==> src/rtl/fetch_sequencer_pkg.sv <==
// Shared types, constants and address helpers for the instruction-fetch sequencer.
package fetch_sequencer_pkg;

    typedef logic        clock_t;
    typedef logic        bool_t;
    typedef logic [31:0] addr_t;
    typedef logic [31:0] addr_reg_t;

    typedef enum logic [1:0] {
        ST_IDLE = 2'd0,
        ST_REQ  = 2'd1,
        ST_WAIT = 2'd2,
        ST_HOLD = 2'd3
    } fetch_state_t;

    localparam int unsigned INSTR_BYTES = 4;
    localparam addr_t       INSTR_STEP  = 32'd4;

    function automatic addr_t next_pc(input addr_t a);
        return a + INSTR_STEP;
    endfunction

    function automatic bool_t is_misaligned(input addr_t a);
        return (a[1:0] != 2'b00);
    endfunction

    // With trapping enabled a misaligned target diverts to the trap vector,
    // otherwise the low bits are simply dropped.
    function automatic addr_t redirect_pc(input addr_t tgt, input addr_t trap, input bool_t trap_en);
        addr_t r;
        if (trap_en && is_misaligned(tgt)) begin
            r = trap;
        end else begin
            r = tgt & 32'hFFFF_FFFC;
        end
        return r;
    endfunction

endpackage

==> src/rtl/fetch_sequencer_output_reg.sv <==
// Holding register for the fetched instruction presented to decode; clear beats load.
module fetch_output_reg
    import fetch_sequencer_pkg::*;
(
    input  logic        clk,
    input  logic        reset_n,
    input  logic        load,
    input  logic        clear,
    input  logic [31:0] load_addr,
    input  logic [31:0] load_data,
    output logic        valid,
    output logic [31:0] addr,
    output logic [31:0] data,
    output logic [31:0] next_addr
);

    // Capture a fetched word with its PC and link address, or empty the slot
    always_ff @(posedge clk) begin
        if (!reset_n || clear) begin
            valid     <= 1'b0;
            addr      <= 32'h0000_0000;
            data      <= 32'h0000_0000;
            next_addr <= INSTR_STEP;
        end else if (load) begin
            valid     <= 1'b1;
            addr      <= load_addr;
            data      <= load_data;
            next_addr <= next_pc(load_addr);
        end else begin
            valid     <= valid;
            addr      <= addr;
            data      <= data;
            next_addr <= next_addr;
        end
    end

endmodule

==> src/rtl/fetch_sequencer.sv <==
// Single-outstanding instruction fetch sequencer with redirect/squash handling.
// Optional feature macro: FETCH_MISALIGN_TRAP_EN (misaligned redirects trap and pulse misalign_fault).
module fetch_sequencer
    import fetch_sequencer_pkg::*;
#(
    parameter logic [31:0] RESET_VECTOR = 32'h0000_0000,
    parameter logic [31:0] TRAP_VECTOR  = 32'h0000_0004
) (
    input  logic        clk,
    input  logic        reset_n,
    input  logic        redirect_valid,
    input  logic [31:0] redirect_target,
    output logic        imem_req_valid,
    output logic [31:0] imem_req_addr,
    input  logic        imem_req_ready,
    input  logic        imem_resp_valid,
    input  logic [31:0] imem_resp_data,
    output logic        instr_valid,
    output logic [31:0] instr_addr,
    output logic [31:0] instr_data,
    output logic [31:0] instr_next_addr,
    input  logic        instr_ready,
    output logic        misalign_fault
);

`ifdef FETCH_MISALIGN_TRAP_EN
    localparam bool_t TRAP_EN = 1'b1;
`else
    localparam bool_t TRAP_EN = 1'b0;
`endif

    fetch_state_t state_r;
    addr_reg_t    pc_r;
    logic         squash_r;
    logic         req_valid_r;
    addr_t        tgt_s;
    logic         req_hs_s;
    logic         out_load_s;
    logic         out_clear_s;

    assign tgt_s          = redirect_pc(redirect_target, TRAP_VECTOR, TRAP_EN);
    assign req_hs_s       = req_valid_r & imem_req_ready;
    assign imem_req_valid = req_valid_r;
    assign imem_req_addr  = pc_r;

    // Output register: a redirect or consume empties it, a live response fills it
    always_comb begin
        out_load_s  = 1'b0;
        out_clear_s = 1'b0;
        if (redirect_valid) begin
            out_clear_s = 1'b1;
        end else if ((state_r == ST_HOLD) && instr_ready) begin
            out_clear_s = 1'b1;
        end else if ((state_r == ST_WAIT) && imem_resp_valid && !squash_r) begin
            out_load_s = 1'b1;
        end else begin
            out_load_s  = 1'b0;
            out_clear_s = 1'b0;
        end
    end

    // Fetch FSM: one request outstanding at most; redirect always rewrites pc last
    always_ff @(posedge clk) begin
        if (!reset_n) begin
            state_r     <= ST_IDLE;
            pc_r        <= RESET_VECTOR;
            squash_r    <= 1'b0;
            req_valid_r <= 1'b0;
        end else begin
            case (state_r)
                ST_IDLE: begin
                    state_r     <= ST_REQ;
                    req_valid_r <= 1'b1;
                end
                ST_REQ: begin
                    if (req_hs_s) begin
                        state_r     <= ST_WAIT;
                        req_valid_r <= 1'b0;
                        squash_r    <= redirect_valid;
                    end
                end
                ST_WAIT: begin
                    if (imem_resp_valid) begin
                        squash_r <= 1'b0;
                        if (squash_r || redirect_valid) begin
                            state_r     <= ST_REQ;
                            req_valid_r <= 1'b1;
                        end else begin
                            state_r <= ST_HOLD;
                            pc_r    <= next_pc(pc_r);
                        end
                    end else if (redirect_valid) begin
                        squash_r <= 1'b1;
                    end
                end
                ST_HOLD: begin
                    if (instr_ready || redirect_valid) begin
                        state_r     <= ST_REQ;
                        req_valid_r <= 1'b1;
                    end
                end
                default: begin
                    state_r     <= ST_IDLE;
                    squash_r    <= 1'b0;
                    req_valid_r <= 1'b0;
                end
            endcase
            if (redirect_valid) begin
                pc_r <= tgt_s;
            end
        end
    end

`ifdef FETCH_MISALIGN_TRAP_EN
    logic fault_r;

    // One-cycle pulse following a misaligned redirect
    always_ff @(posedge clk) begin
        if (!reset_n) begin
            fault_r <= 1'b0;
        end else begin
            fault_r <= redirect_valid & is_misaligned(redirect_target);
        end
    end

    assign misalign_fault = fault_r;
`else
    assign misalign_fault = 1'b0;
`endif

    fetch_output_reg u_out (
        .clk       (clk),
        .reset_n   (reset_n),
        .load      (out_load_s),
        .clear     (out_clear_s),
        .load_addr (pc_r),
        .load_data (imem_resp_data),
        .valid     (instr_valid),
        .addr      (instr_addr),
        .data      (instr_data),
        .next_addr (instr_next_addr)
    );

endmodule

==> config.mk <==
export PLATFORM = sky130hd
export DESIGN_NAME = fetch_sequencer
export DESIGN_NICKNAME = d
export VERILOG_FILES = /design/src/rtl/fetch_sequencer_pkg.sv /design/src/rtl/fetch_sequencer_output_reg.sv /design/src/rtl/fetch_sequencer.sv
export SDC_FILE = /design/constraint.sdc
export NUM_CORES = 1
export LEC_CHECK = 0
export BUFFER_PORTS_ARGS = -buffer_cell sky130_fd_sc_hd__buf_4
export CORE_MARGIN = 2
export CORE_UTILIZATION = 40
export CTS_BUF_LIST = sky130_fd_sc_hd__clkbuf_16
export DETAILED_ROUTE_END_ITERATION = 16
export HOLD_SLACK_MARGIN = 0.1
export PLACE_DENSITY = 0.74
export SLEW_MARGIN = 20
export SYNTH_ARGS = -nofsm -noshare
export SYNTH_HDL_FRONTEND = slang
export SYNTH_HIERARCHICAL = 1
export SYNTH_SLANG_ARGS = --single-unit
==> constraint.sdc <==
create_clock -name clk -period 2 [get_ports clk]
set_input_delay 0.2 -clock clk [delete_from_list [all_inputs] [get_ports clk]]
set_output_delay 0.2 -clock clk [all_outputs]
set_load 0.01 [all_outputs]
==> After elaboration in Yosys (flattened, before gate mapping) <==
Cells that the tools add are included.
{ "totals": {"regBits": 133, "latchBits": 0, "ramBits": 0, "mem_bits_ro": 0, "inputBits": 70, "output_inout_bits": 131, "word_cells": 63, "mem_count": 0} }
{ "classes": {"add_sub_neg": 1, "mul": 0, "n_div": 0, "magnitude_cmp": 0, "eq_ne": 9, "shifts": 0, "muxes": 23, "bitwise": 3, "reduce_logical": 18} }
{ "op_table": {"columns": ["op", "n"], "rows": [
  ["$mux 32", 4],
  ["$add 32x3->32 const B", 1],
  ["$mux 1", 12],
  ["$reduce_and 3->1", 4],
  ["$mux 2", 4],
  ["$pmux 2 s4", 1],
  ["$ne 2x2->1 const B", 3],
  ["$reduce_bool 2->1", 3],
  ["$eq 2x2->1 const B", 2],
  ["$ne 2x1->1 const B", 2],
  ["$pmux 1 s4", 1],
  ["$reduce_and 4->1", 1],
  ["$logic_and 1x1->1", 3],
  ["$logic_or 1x1->1", 3],
  ["$ne 3x3->1 const B", 1],
  ["$eq 2x1->1 const B", 1],
  ["$logic_not 1->1", 2],
  ["$logic_not 2->1", 1],
  ["$not 1->1", 2],
  ["$pmux 1 s2", 1],
  ["$reduce_or 2->1", 1],
  ["$and 1x1->1", 1]
]} }

==> Logic depth before layout (Yosys ltp) <==
Gate-level depths: netlist (run 1).
{ "logic_depth": {"word_depth": 6, "ltp_mapped": 9, "depth_no_buf": 8} }

==> Modules after synthesis <==
The synthesis (run 1) kept the hierarchy.
{ "modules_own_cells": {"columns": ["mod", "n_inst", "cells_each", "area_per_inst_um2", "seq_area_each_um2"], "rows": [
  ["fetch_output_reg", 1, 417, 3945.0, 1901.8],
  ["fetch_sequencer", 1, 252, 2030.7, 680.7]
]} }

==> Worst setup path after synthesis (run 1) <==
Ideal clock, no wire load.
{ "synth_timing": {"path_type": "register -> register", "from": "register state_r[0]", "to": "register u_out.data[13]", "setup_time_ps": 128, "t_arrival_ps": 1967, "t_required_ps": 1872, "setup_slack_ps": -95, "path_stages_with_launch": 9, "path_buffers": 2, "synth_period_minus_slack_ps": 2095, "cell_sequence": "dfxtp_1 -> inv_1 -> ha_1 -> nand3b_1 -> nor2_1 -> clkbuf_1 -> buf_1 -> mux2i_1 -> nor2_1"} }
{ "synth_via": {"elab_chain_cells": 6, "word_cells_on_any_way": 11, "classes_between": "eq/ne (2); mux (5); reduce/logical (4)"} }
{ "synth_rtl": {"columns": ["element", "line", "text"], "rows": [
  ["from (decl)", "fetch_sequencer.sv:32", "fetch_state_t state_r;"],
  ["from (signal assigned)", "fetch_sequencer.sv:65", "state_r <= ST_IDLE;"],
  ["from (signal assigned)", "fetch_sequencer.sv:72", "state_r <= ST_REQ;"],
  ["from (signal assigned)", "fetch_sequencer.sv:77", "state_r <= ST_WAIT;"],
  ["$eq 2x2->1", "fetch_sequencer.sv:54", "end else if ((state_r == ST_WAIT) && imem_resp_valid && !squash_r) begin"],
  ["$logic_and 1x1->1 (2 in a row)", "fetch_sequencer.sv:54", null],
  ["$mux 1", "fetch_sequencer.sv:54", null],
  ["$mux 1 *", "fetch_sequencer.sv:52", "end else if ((state_r == ST_HOLD) && instr_ready) begin"],
  ["$mux 1 *", "fetch_sequencer.sv:50", "if (redirect_valid) begin"],
  ["net out_load_s", "fetch_sequencer.sv:38", "logic out_load_s;"],
  ["to (signal assigned)", "fetch_sequencer_output_reg.sv:27", "data <= load_data;"],
  ["to (signal assigned)", "fetch_sequencer_output_reg.sv:32", "data <= data;"],
  ["to (decl)", "fetch_sequencer_output_reg.sv:13", "output logic [31:0] data,"]
]} }
Mark *: on every way through the listed nets, which the timed path passes. The rest lies on a longest branch.
A chain may end at the register's enable or synchronous reset.

==> Worst setup path in the final report (run 1) <==
{ "layout_timing": {"from": "register state_r[0]", "to": "register u_out.next_addr[28]"} }
{ "layout_via": {"elab_chain_cells": 6, "word_cells_on_any_way": 11, "classes_between": "eq/ne (2); mux (5); reduce/logical (4)"} }
{ "layout_rtl": {"columns": ["element", "line", "text"], "rows": [
  ["$eq 2x2->1", "fetch_sequencer.sv:54", null],
  ["$logic_and 1x1->1 (2 in a row)", "fetch_sequencer.sv:54", null],
  ["$mux 1", "fetch_sequencer.sv:54", null],
  ["$mux 1 *", "fetch_sequencer.sv:52", null],
  ["$mux 1 *", "fetch_sequencer.sv:50", null],
  ["net out_load_s", "fetch_sequencer.sv:38", null],
  ["to (signal assigned)", "fetch_sequencer_output_reg.sv:28", "next_addr <= next_pc(load_addr);"],
  ["to (signal assigned)", "fetch_sequencer_output_reg.sv:33", "next_addr <= next_addr;"],
  ["to (decl)", "fetch_sequencer_output_reg.sv:14", "output logic [31:0] next_addr"]
]} }
Marked as above.

==> results by stage, run 1 <==
Die:
- The core footprint is 14590 sq um.
- The vertical die dimension is 126.2 um.
- After floorplanning, the core was divided into 44 placement rows.
- Pin placement for this block handled 201 I/O pins.
- The chip width is 126.2 um.
- The effective utilization at floorplan is 40.96%.
- The die covers 15930 sq um.

Final layout:
- The leading cell type in the layout, fill and taps excluded is buf_4.
- The top cell types in the final layout, fill and taps aside, are buf_4, dfxtp_1, nor2_1.
- The share of post-route cells with drive strength above 1 is 31.63%.
- Counting the fill cells in the layout gives 1258.
- Relative to the synthesized area, the layout overhead comes to 51.63%.
- The final net count is 1023.
- With fillers left out, the area of the finished cells amounts to 9061 sq um.
- Measured on the finished design, the core utilization comes to 62.11%.
- The antenna diode instance count is 0.

Global route:
- The wire length of the first global-routing pass is 30.40 mm.
- The initial antenna violation count is 0.
- The total global routing track utilization is 23.95%.
- The remaining global-route overflow is 0.
- The largest net degree at the start of global routing is 74.
- The number of global-route vias before repair is 5812.

Timing:
- The count of pins over their slew limit is 0.
- Of the available clock period, the critical path in the final layout requires 98.59%.
- Static timing analysis puts the maximum clock frequency at 507.1 MHz.
- The max-slew headroom at the worst pin is 57.88%.
- Across the routed clock network, the largest skew measured is 9.242 ps.
- The final setup TNS is 0 ps.
- The final worst-path setup slack is 28.17 ps.
- The final number of hold-violating endpoints is 0.
- For the pin with the worst max-slew slack, the measured transition is 631.0 ps.
- The final count of negative-setup-slack endpoints is 0.
- The routed design could run at a clock period as short as 1972 ps.
- Setup repair after global routing could not meet its margin everywhere.

Clock network:
- Buffers inserted during clock tree synthesis total 17.
- The root cell of the clock tree is clkbuf_16.
- The maximum buffer depth of the clock tree is 2.
- The number of clock sinks is 129.
- The clock slew at the register clock pins of the worst setup and hold paths is 60 ps.
- The TritonCTS clock tree is done.
- In this run the number of H-tree levels came out at 4.
- The clock reaches the later pin of the worst-skew pair after 420 ps.

Route:
- The post-detailed-route via-to-cell ratio is 5.454.
- The count of routing violations after the opening detailed-route iteration is 451.
- The detailed-route wire length per cell is 16.96 um.
- For this block, the routed nets add up to 19.41 mm of wire.
- The residual DRC count is 0.
- The number of optimization iterations in the first detailed-route pass is 5.
- The via count of the routed design is 6245.
- The count of nets left with antenna violations once routing finished came out at 0.

Worst setup path:
- The worst setup path is captured at a flop.
- The depth of the most critical reg-to-reg path is 8.
- The sort of element at the start of the critical path is a flop.
- The critical path start-end classification is reg2reg.
- At the worst endpoint, the required time is 2310 ps.
- Setup slack on the worst reg-to-reg path comes out at 30 ps.
- The maximum fanout count along the critical path is 5.
- The signal arrival time at the worst endpoint is 2280 ps.

Logic synthesis:
- The cell count after synthesis is 669.
- In this run the cell area of the synthesized design comes to 5976 sq um.
- Sequential elements use 43.22% of the synthesized area.
- The main flop type after synthesis is dfxtp_1.
- In this run, synthesis produced a sequential element count of 129.
- Of all flip-flops after synthesis, the portion carrying an async set or reset was 0%.
- The number of enable flip-flop cells after synthesis is 0.
- The mean area per synthesized cell is 8.932 sq um.
- The number of warnings issued by yosys is 6.
- The number of distinct library cells after synthesis is 57.

Placed design:
- The post-detailed-placement half-perimeter wirelength is 13.12 mm.
- The minimum setup slack after placement is -6.275 ps.
- The count of buffers from port buffering is 195.
- The placed instances occupy a cell area of 7944 sq um.
- The final weighted congestion in routability-driven placement is 0.8868.

Hold path:
- The worst hold path passes through 3 cells.
- The tightest min-delay check is of the in2reg type.

Run status:
- The run finished with clean final reports.

Pwr:
- The total power divided by cell area is 716.5 nW/um^2.
- For this design the static power due to leakage is 3.610 nW.
- Total power for the finished layout comes to 6.492 mW.
- VDD sags by at most 0.0005594 V.

Run:
- The number of max-capacitance violations reported is 0.
-- per-layer routing --
layer	up-vias	GRT usage (%)	wire, um	share of wire, %
met5	-	0	0	0
met4	0	7.628	272	1.4
met3	30	5.395	1164	6.0
met2	241	39.85	9210	47
met1	2958	30.97	8767	45
li1	3016	-	-	-
-- report_power, final --
part	leakage (nW)	internal, mW	switching [mW]
Sequential	1.05	2.63	0.0855
Clock	0.298	1.93	1.11
Combinational	2.26	0.381	0.358
-- flip-flops by register name, summed over array words and instances (netlist names) --
signal and cells:
u_out/addr 32, u_out/data 32, imem_req_addr 30, u_out/next_addr 30, state_r 2, imem_req_valid 1, squash_r 1, u_out/valid 1
-- Yosys cell counts, types with 5 or more instances --
cell type / instances / area share [%]
buf_2: 8 / 0.67
a21oi_1: 23 / 1.9
nor3_1: 9 / 0.75
and2_1: 5 / 0.52
nor4_1: 5 / 0.52
a311oi_1: 6 / 0.88
and4_1: 14 / 2.1
a31oi_1: 20 / 2.1
nor2_1: 85 / 5.3
xor2_1: 11 / 1.6
or4_1: 16 / 2.0
mux2i_1: 66 / 11
and3_1: 8 / 0.84
o31ai_1: 12 / 1.5
a211oi_1: 13 / 1.6
ha_1: 5 / 1.0
buf_1: 8 / 0.50
o21ai_0: 58 / 4.9
nand4_1: 25 / 2.6
nand2_1: 27 / 1.7
inv_1: 11 / 0.69
or3_2: 5 / 0.63
xnor2_1: 10 / 1.5
or3_1: 7 / 0.73
nand3_1: 17 / 1.4
buf_4: 5 / 0.63
clkbuf_1: 24 / 1.5
dfxtp_1: 129 / 43
-- critical path, cell delays in order, from the launching register on --
cell	delay [ps]
dfxtp_4	350
inv_2	60
ha_4	140
nand3b_1	150
nor2_4	170
and2_4	150
nand4_1	150
or4_1	550
o211a_1	140
-- per-stage QoR --
| step | hold slack [ps] | std cells |
|---|---|---|
| final | 126.6 | 1145 |
| after global routing | 128.8 | 1145 |
| after CTS | 111.8 | 1141 |
| after detailed placement | 444.8 | 1061 |
| after global placement | 432.2 | 1061 |
| after floorplan | 343.9 | 673 |
-- cell type report --
cell class / instances / area (sq um) / share of cell area [%]
clock buffer: 17 / 425.4 / 4.695
tap: 184 / 230.2 / 2.541
inverter: 13 / 48.80 / 0.5385
clock inverter: 15 / 155.1 / 1.712
timing repair buffer: 304 / 2456 / 27.11
sequential: 129 / 2587 / 28.56
multi-input combinational: 483 / 3158 / 34.85
-- path summary, 6_finish.rpt --
kind                              startpoint                                to
setup / recovery     state_r[0]$_SDFFE_PN0P_  u_out/next_addr[28]$_SDFFE_PP0P_
hold reg to reg   u_out/addr[2]$_SDFFE_PP0P_        u_out/addr[2]$_SDFFE_PP0P_
setup reg to reg     state_r[0]$_SDFFE_PN0P_  u_out/next_addr[28]$_SDFFE_PP0P_
hold / removal           redirect_target[28]    imem_req_addr[28]$_SDFFE_PN0P_
-- cells by family after synthesis --
logic type | Yosys count | synth area share, %
DFF | 129 | 43.22
buffers and inverters | 61 | 4.732
AOI/OAI and AO/OA | 143 | 14.51
muxes | 67 | 11.24
xor gates and xnor gates | 21 | 3.078
and+or+nand+nor | 242 | 22.11
adders and majority gates | 5 | 1.047
other | 1 | 0.06275
-- repair_timing --
action,4_1_cts,5_1_grt
pin swaps,2,7
hold buffers,48,0
setup buffers,0,4
gates resized for setup,1,8
endpoints found under the setup margin,2,34
endpoints found under the hold margin,48,0
Power figures use the tool's default switching activity.
==> inputs of run 2 (changes only) <==
REMOVE_ABC_BUFFERS = 1   (was default)
==> run 2 against run 1 <==
Effect of this change:
- via count down 1.9%
- combinational power down 3%
- sequential power about the same
- sequential share of layout area rose by 0.15 points
- critical path depth is the same
- worst setup slack improved by 45 ps
==> results by stage, run 2 (same netlist as run 1, synthesis figures left out) <==
Run status:
- The run finished with clean final reports.

Pwr:
- The cell leakage power is 3.578 nW.
- The worst vdd rail ir drop is 0.0006015 V.
- The post-route total power is 6.148 mW.
- In this run the power density over the cells is 683.5 nW/um^2.

Route:
- In the final routed layout, each cell accounts on average for 15.82 um.
- In this run, the number of DRC markers left after iteration 0 of detailed routing was 352.
- The residual DRC count is 0.
- The final antenna-violating net count is 0.
- For this block, the via count after detailed routing is 6127.
- The wire length after detailed routing is 18.15 mm.
- In the routed layout, each cell is associated on average with a via count of 5.342.
- The number of optimization iterations in the first detailed-route pass is 5.

Global route:
- The number of global-route vias before repair is 5807.
- The wire length of the first global-routing pass is 29.10 mm.
- Entering global routing, the biggest net connects 55 pins.
- Global routing used 22.48% of the available tracks across all layers.
- The remaining global-route overflow is 0.
- The initial antenna violation count came to 0.

Run:
- Max-cap violations in this run came to 0.

Timing:
- The final setup TNS is 0 ps.
- Setup repair after global routing could not meet its margin everywhere.
- The count of pins over their slew limit is 0.
- The final number of hold-violating endpoints came to 0.
- The post-route minimum period is 1926 ps.
- In this run the tightest slew margin relative to its limit is 59.40%.
- At the pin with the least slew margin, the transition time is 609.0 ps.
- The clock arrives with 7.855 ps of skew.
- Hold is met by 106.6 ps.
- Setup violations remaining at the end of the flow were counted as 0.
- In the finished design, the share of the clock period the worst path needs comes to 96.32%.
- Derived from the worst setup path, the maximum achievable clock frequency is 519.1 MHz.

Die:
- The site row count is 44.
- The core footprint is 14590 sq um.
- Once the floorplan was initialized, standard cells occupied 40.96% of the core.
- The I/O pin total is 201.
- The vertical die dimension is 126.2 um.
- The die footprint is 15930 sq um.
- The chip width is 126.2 um.

Worst setup path:
- The peak per-stage delay on the critical path is 340 ps.
- Setup slack on the worst reg-to-reg path comes out at 70 ps.
- Together, buffers and inverters on the worst path number 3.
- Along the worst path, the maximum fanout reaches 40.
- The signal arrival time at the worst endpoint is 2200 ps.
- Grouping stages by cell kind, the critical path spends the most delay in buffers and inverters.
- The cell with the largest stage delay on the worst path is dfxtp_1.
- STA classifies the critical path endpoint as a flop.
- The endpoint required time on the critical path is 2270 ps.
- Walking the worst path, the cells encountered are inv_1, ha_4, nand3b_1, nor2_4, buf_4, buf_16, mux2i_1, nor2_1.
- The critical path is of the reg2reg type.
- STA classifies the critical path startpoint as a flop.

Clock network:
- The number of clock buffers added by TritonCTS is 17.
- The maximum buffer depth of the clock tree is 2.
- The root cell of the clock tree is clkbuf_16.
- The clock insertion delay at the later pin of the skew report is 410 ps.
- TritonCTS built the clock tree.
- The number of buffers inserted to repair setup after CTS is 0.
- The clock net in this run drives a total of 129 sinks.
- The H-tree was split into 4 levels.
- Clock-pin slew was measured on the worst setup and hold paths at 60 ps.

Final layout:
- The library cell used most frequently in the layout, excluding fill and tap cells, is buf_4.
- The largest registers in the layout are u_out/addr x32, u_out/data x32.
- The filler cells instantiated in the layout total 1295.
- The finished layout holds 1147 standard cells, fillers aside.
- The final net count is 1026.
- The share of post-route cells with drive strength above 1 is 30.43%.
- From synthesis to final layout, the design area changed by 50.52%.
- In the layout the commonest cells are buf_4, dfxtp_1, nor2_1.
- The antenna diode instance count is 0.

Placed design:
- The count of buffers added on input and output ports is 195.
- Detailed placement ended at an HPWL of 12.09 mm.
- The instance count after placement with tap cells included is 1062.
- The final weighted congestion in routability-driven placement is 0.8187.

Hold path:
- The class of the worst hold path is in2reg.
[run 2: worst min-delay path, cell delays in order]
cell and delay (ps):
buf_4 110, nor2_1 100, a311oi_1 60
[run 2: cell type report]
class	count	area, sq um	area share (%)
multi-input combinational	483	3151	35.03
sequential	129	2582	28.71
timing repair buffer	307	2472	27.49
clock buffer	17	425.4	4.729
tap	184	230.2	2.559
clock inverter	14	85.08	0.9459
inverter	13	48.80	0.5425
[run 2: metrics by stage]
stage | area, sq um | setup WS, ps | util, %
final | 8995 | 73.61 | 61.66
after global routing | 8995 | -21.74 | 61.66
after CTS | 8972 | 5.608 | 61.50
after detailed placement | 7921 | 17.57 | 54.30
after global placement | 7921 | 71.56 | 54.30
after floorplan | 5757 | -5653 | -
[run 2: metal layers]
metal	GRT usage [%]	routed length, um
met5	0	0
met4	7.757	345
met3	6.160	1064
met2	37.44	8781
met1	28.05	7954
[run 2: timing repair]
action,4_1_cts,5_1_grt
hold buffers,54,0
setup endpoints to repair,0,28
endpoints found under the hold margin,54,0
resized for setup,0,4
[run 2: final timing paths]
kind                                                  start                             end  cells past startpoint
worst min-delay path                    redirect_target[15]  imem_req_addr[15]$_SDFFE_PN0P_                      3
worst max-delay path                state_r[0]$_SDFFE_PN0P_     u_out/addr[10]$_SDFFE_PP0P_                      8
worst min register to register  u_out/addr[25]$_SDFFE_PP0P_     u_out/addr[25]$_SDFFE_PP0P_                      2
worst max register to register      state_r[0]$_SDFFE_PN0P_     u_out/addr[10]$_SDFFE_PP0P_                      8
[run 2: report_power, final]
part | internal [mW] | total (mW) | switching (mW)
clock | 1.65 | 2.73 | 1.08
combinational | 0.376 | 0.721 | 0.346
sequential | 2.63 | 2.70 | 0.0712
total | 4.65 | 6.15 | 1.50
==> inputs of run 3 (changes only) <==
PLACE_DENSITY = 0.72   (was 0.74)
clock period = 2.2 ns   (was 2 ns; I/O delays follow)
==> run 3 against run 2 <==
Effect of this change:
- maximum frequency decreased by 5.2%
- clock-buffer cell count unchanged
- register-to-register slack improved by 90 ps
- final cell count is 1.4% lower
- largest cell class unchanged
- global-route usage up 0.45 points
- worst setup slack improved by 94 ps
- combinational power is 13% lower
==> results by stage, run 3 (same netlist as run 1, synthesis figures left out) <==
Final layout:
- The share of post-route cells with drive strength above 1 is 29.14%.
- The number of fill cells is 1277.
- The final layout contains 1010 nets.
- The largest registers in the layout are u_out/addr x32, u_out/data x32.
- In the layout the commonest cells are buf_4, dfxtp_1, nor2_1.
- 0 antenna diodes ended up in the layout.
- After routing the design area is 8882 sq um.
- Relative to the synthesized area, the layout overhead comes to 48.64%.
- The library cell used most frequently in the layout, excluding fill and tap cells, is buf_4.

Worst setup path:
- The signal on the critical path passes through nand2_1, or4_1, or4_1, a31oi_1.
- The depth of the most critical reg-to-reg path is 4.
- The sort of element at the start of the critical path is a flop.
- The endpoint required time on the critical path is 2550 ps.
- The signal arrival time at the worst endpoint is 2380 ps.
- In this run the register-to-register setup slack is 170 ps.
- The cell with the largest stage delay on the worst path is or4_1.
- The cell count along the critical path is 4.
- The peak per-stage delay on the critical path is 590 ps.
- The endpoint type of the worst setup path is a flop.
- The cell occurring most often along the worst timing path is or4_1.
- The critical path start-end classification is reg2reg.
- The critical path's top delay family is simple AND/OR/NAND/NOR gates.
- In this run the worst path has a maximum fanout of 8.
- The critical path starts at imem_req_addr[2]$_SDFFE_PN0P_.
- In this run the critical register-to-register path is launched from imem_req_addr[2]$_SDFFE_PN0P_.
- The end of the worst register-to-register path is imem_req_addr[27]$_SDFFE_PN0P_.
- The combined buffer and inverter count along the critical path is 0.
- The destination of the critical timing path is imem_req_addr[27]$_SDFFE_PN0P_.

Global route:
- The total overflow left after global routing is 0.
- The initial antenna violation count is 0.
- The number of global-route vias before repair is 5774.
- The wire length of the first global-routing pass is 29.47 mm.
- For this run, the total global-route usage over all layers was measured as 22.93%.
- The largest net degree at the start of global routing is 54.

Timing:
- Setup repair after global routing left no endpoint under its margin.
- On the final layout, the worst clock skew is 8.067 ps.
- The worst pin sits at a relative slew slack of 62.60%.
- The maximum clock rate is 492.0 MHz.
- Setup violations remaining at the end of the flow were counted as 0.
- The clock period could shrink to 2032 ps.
- At the pin with the least slew margin, the transition time is 560.3 ps.
- Setup slack on the critical path of the routed design comes to 167.7 ps.
- The post-route worst hold slack is 109.8 ps.
- In the final timing run, aggregate negative setup slack is 0 ps.
- The count of pins over their slew limit came to 0.
- The final number of hold-violating endpoints is 0.
- The share of the clock period used by the worst path after layout is 92.38%.

Die:
- The die covers 15930 sq um.
- The effective utilization at floorplan is 40.96%.
- The floorplan step set the die height to 126.2 um.
- The I/O pin total is 201.
- After floorplanning, the core was sized to cover 14590 sq um.
- The die is 126.2 um wide.
- After floorplanning, the core was divided into 44 placement rows.

Pwr:
- The clock share of power is 44.7%.
- The proportion of total power due to net switching is 24.62%.
- The worst-case IR drop observed on VDD is 0.0005127 V.
- The power share of the sequential group is 44.2%.
- In this run, the combinational gates consume 11.2% of the power.
- The total power divided by cell area is 630.2 nW/um^2.
- The post-route total power is 5.598 mW.
- The internal power is 4.219 mW.
- The power spent charging and discharging nets is 1.378 mW.
- The cell leakage power is 3.515 nW.

Route:
- The detail route stage leaves a number of antenna-violating nets equal to 0.
- The first TritonRoute pass finished after 5 iterations.
- Dividing the detail-routed wire length by the instance count gives 16.33 um.
- The routed layout has 6005 vias.
- In the routed design, unresolved DRC markers number 0.
- Dividing the detail-routed via count by the number of cells gives 5.309.
- In this run, the number of DRC markers left after iteration 0 of detailed routing was 271.
- The wire length after detailed routing is 18.47 mm.

Run status:
- The run finished with clean final reports.

Clock network:
- The maximum buffer depth of the clock tree is 2.
- The TritonCTS clock tree is done.
- The tree is rooted in a clkbuf_16.
- The clock tree synthesis step divided the H-tree into 4 levels.
- The clock slew at the register clock pins of the worst setup and hold paths is 60 ps.
- For the worst-skew pair, the clock arrives at the later sink with an insertion delay of 420 ps.
- The clock net in this run drives a total of 129 sinks.
- Clock tree synthesis inserted a total of 17 buffers.

Placed design:
- The area after detailed placement is 7794 sq um.
- The final weighted congestion in routability-driven placement is 0.7896.
- Detailed placement finished with a half-perimeter wire length of 11.98 mm.
- The count of buffers from port buffering is 195.
- Prior to clock tree synthesis, the placed netlist has a worst setup slack of 201.6 ps.

Run:
- The number of max-capacitance violations reported is 0.

Hold path:
- The class of the worst hold path is in2reg.
run 3: worst min-delay path, cell delays in order:
cell	delay (ps)
buf_4	70
o21ai_0	60
a31oi_1	130
run 3: area by class of cell:
| class | instances | area [sq um] | share of cell area, % |
|---|---|---|---|
| Clock buffer | 17 | 425.4 | 4.789 |
| Clock inverter | 14 | 86.33 | 0.9720 |
| Inverter | 13 | 48.80 | 0.5494 |
| Multi-Input combinational cell | 483 | 3136 | 35.30 |
| Sequential cell | 129 | 2582 | 29.07 |
| Tap cell | 184 | 230.2 | 2.592 |
| Timing Repair Buffer | 291 | 2374 | 26.72 |
run 3: timing repair:
action / in CTS / in global routing
buffers inserted: 0 / 0
hold buffers: 54 / 0
endpoints found under the hold margin: 54 / 0
endpoints found under the setup margin: 0 / 3
gates resized for setup: 0 / 2
run 3: worst min-delay path by stage:
stage | slack, ps | endpoint | cells after the start | start
after floorplan | 350 | imem_req_addr[24]$_SDFFE_PN0P_ | 1 | reset_n
after global placement | 450 | u_out/data[3]$_SDFFE_PP0P_ | 3 | imem_resp_data[3]
after detailed placement | 460 | u_out/valid$_SDFFE_PP0P_ | 2 | u_out/valid$_SDFFE_PP0P_
after CTS | 100 | imem_req_addr[20]$_SDFFE_PN0P_ | 3 | redirect_target[20]
after global routing | 120 | imem_req_addr[23]$_SDFFE_PN0P_ | 3 | redirect_target[23]
final | 110 | imem_req_addr[20]$_SDFFE_PN0P_ | 3 | redirect_target[20]
run 3: power by group through the flow:
stage | Clock, mW | Sequential [mW] | Combinational [mW]
global route | 2.66 | 2.48 | 0.682
global placement | 0 | 2.52 | 0.534
CTS | 2.55 | 2.47 | 0.622
detailed placement | 0 | 2.52 | 0.541
finish | 2.50 | 2.47 | 0.625
floorplan | 0 | 2.55 | 0.196
run 3: metal layers:
layer,vias up,global-route usage (%),wire [um]
met1,2813,29.16,8248
met3,25,6.712,1091
met5,-,0,0
li1,2983,-,-
met4,0,6.529,322
met2,184,37.92,8812
run 3: metrics by stage:
| stage | std cells | util (%) |
|---|---|---|
| CTS | 1130 | 60.63 |
| finish | 1131 | 60.88 |
| detailed placement | 1045 | 53.42 |
| floorplan | 625 | - |
| global placement | 1045 | 53.42 |
| global route | 1131 | 60.88 |
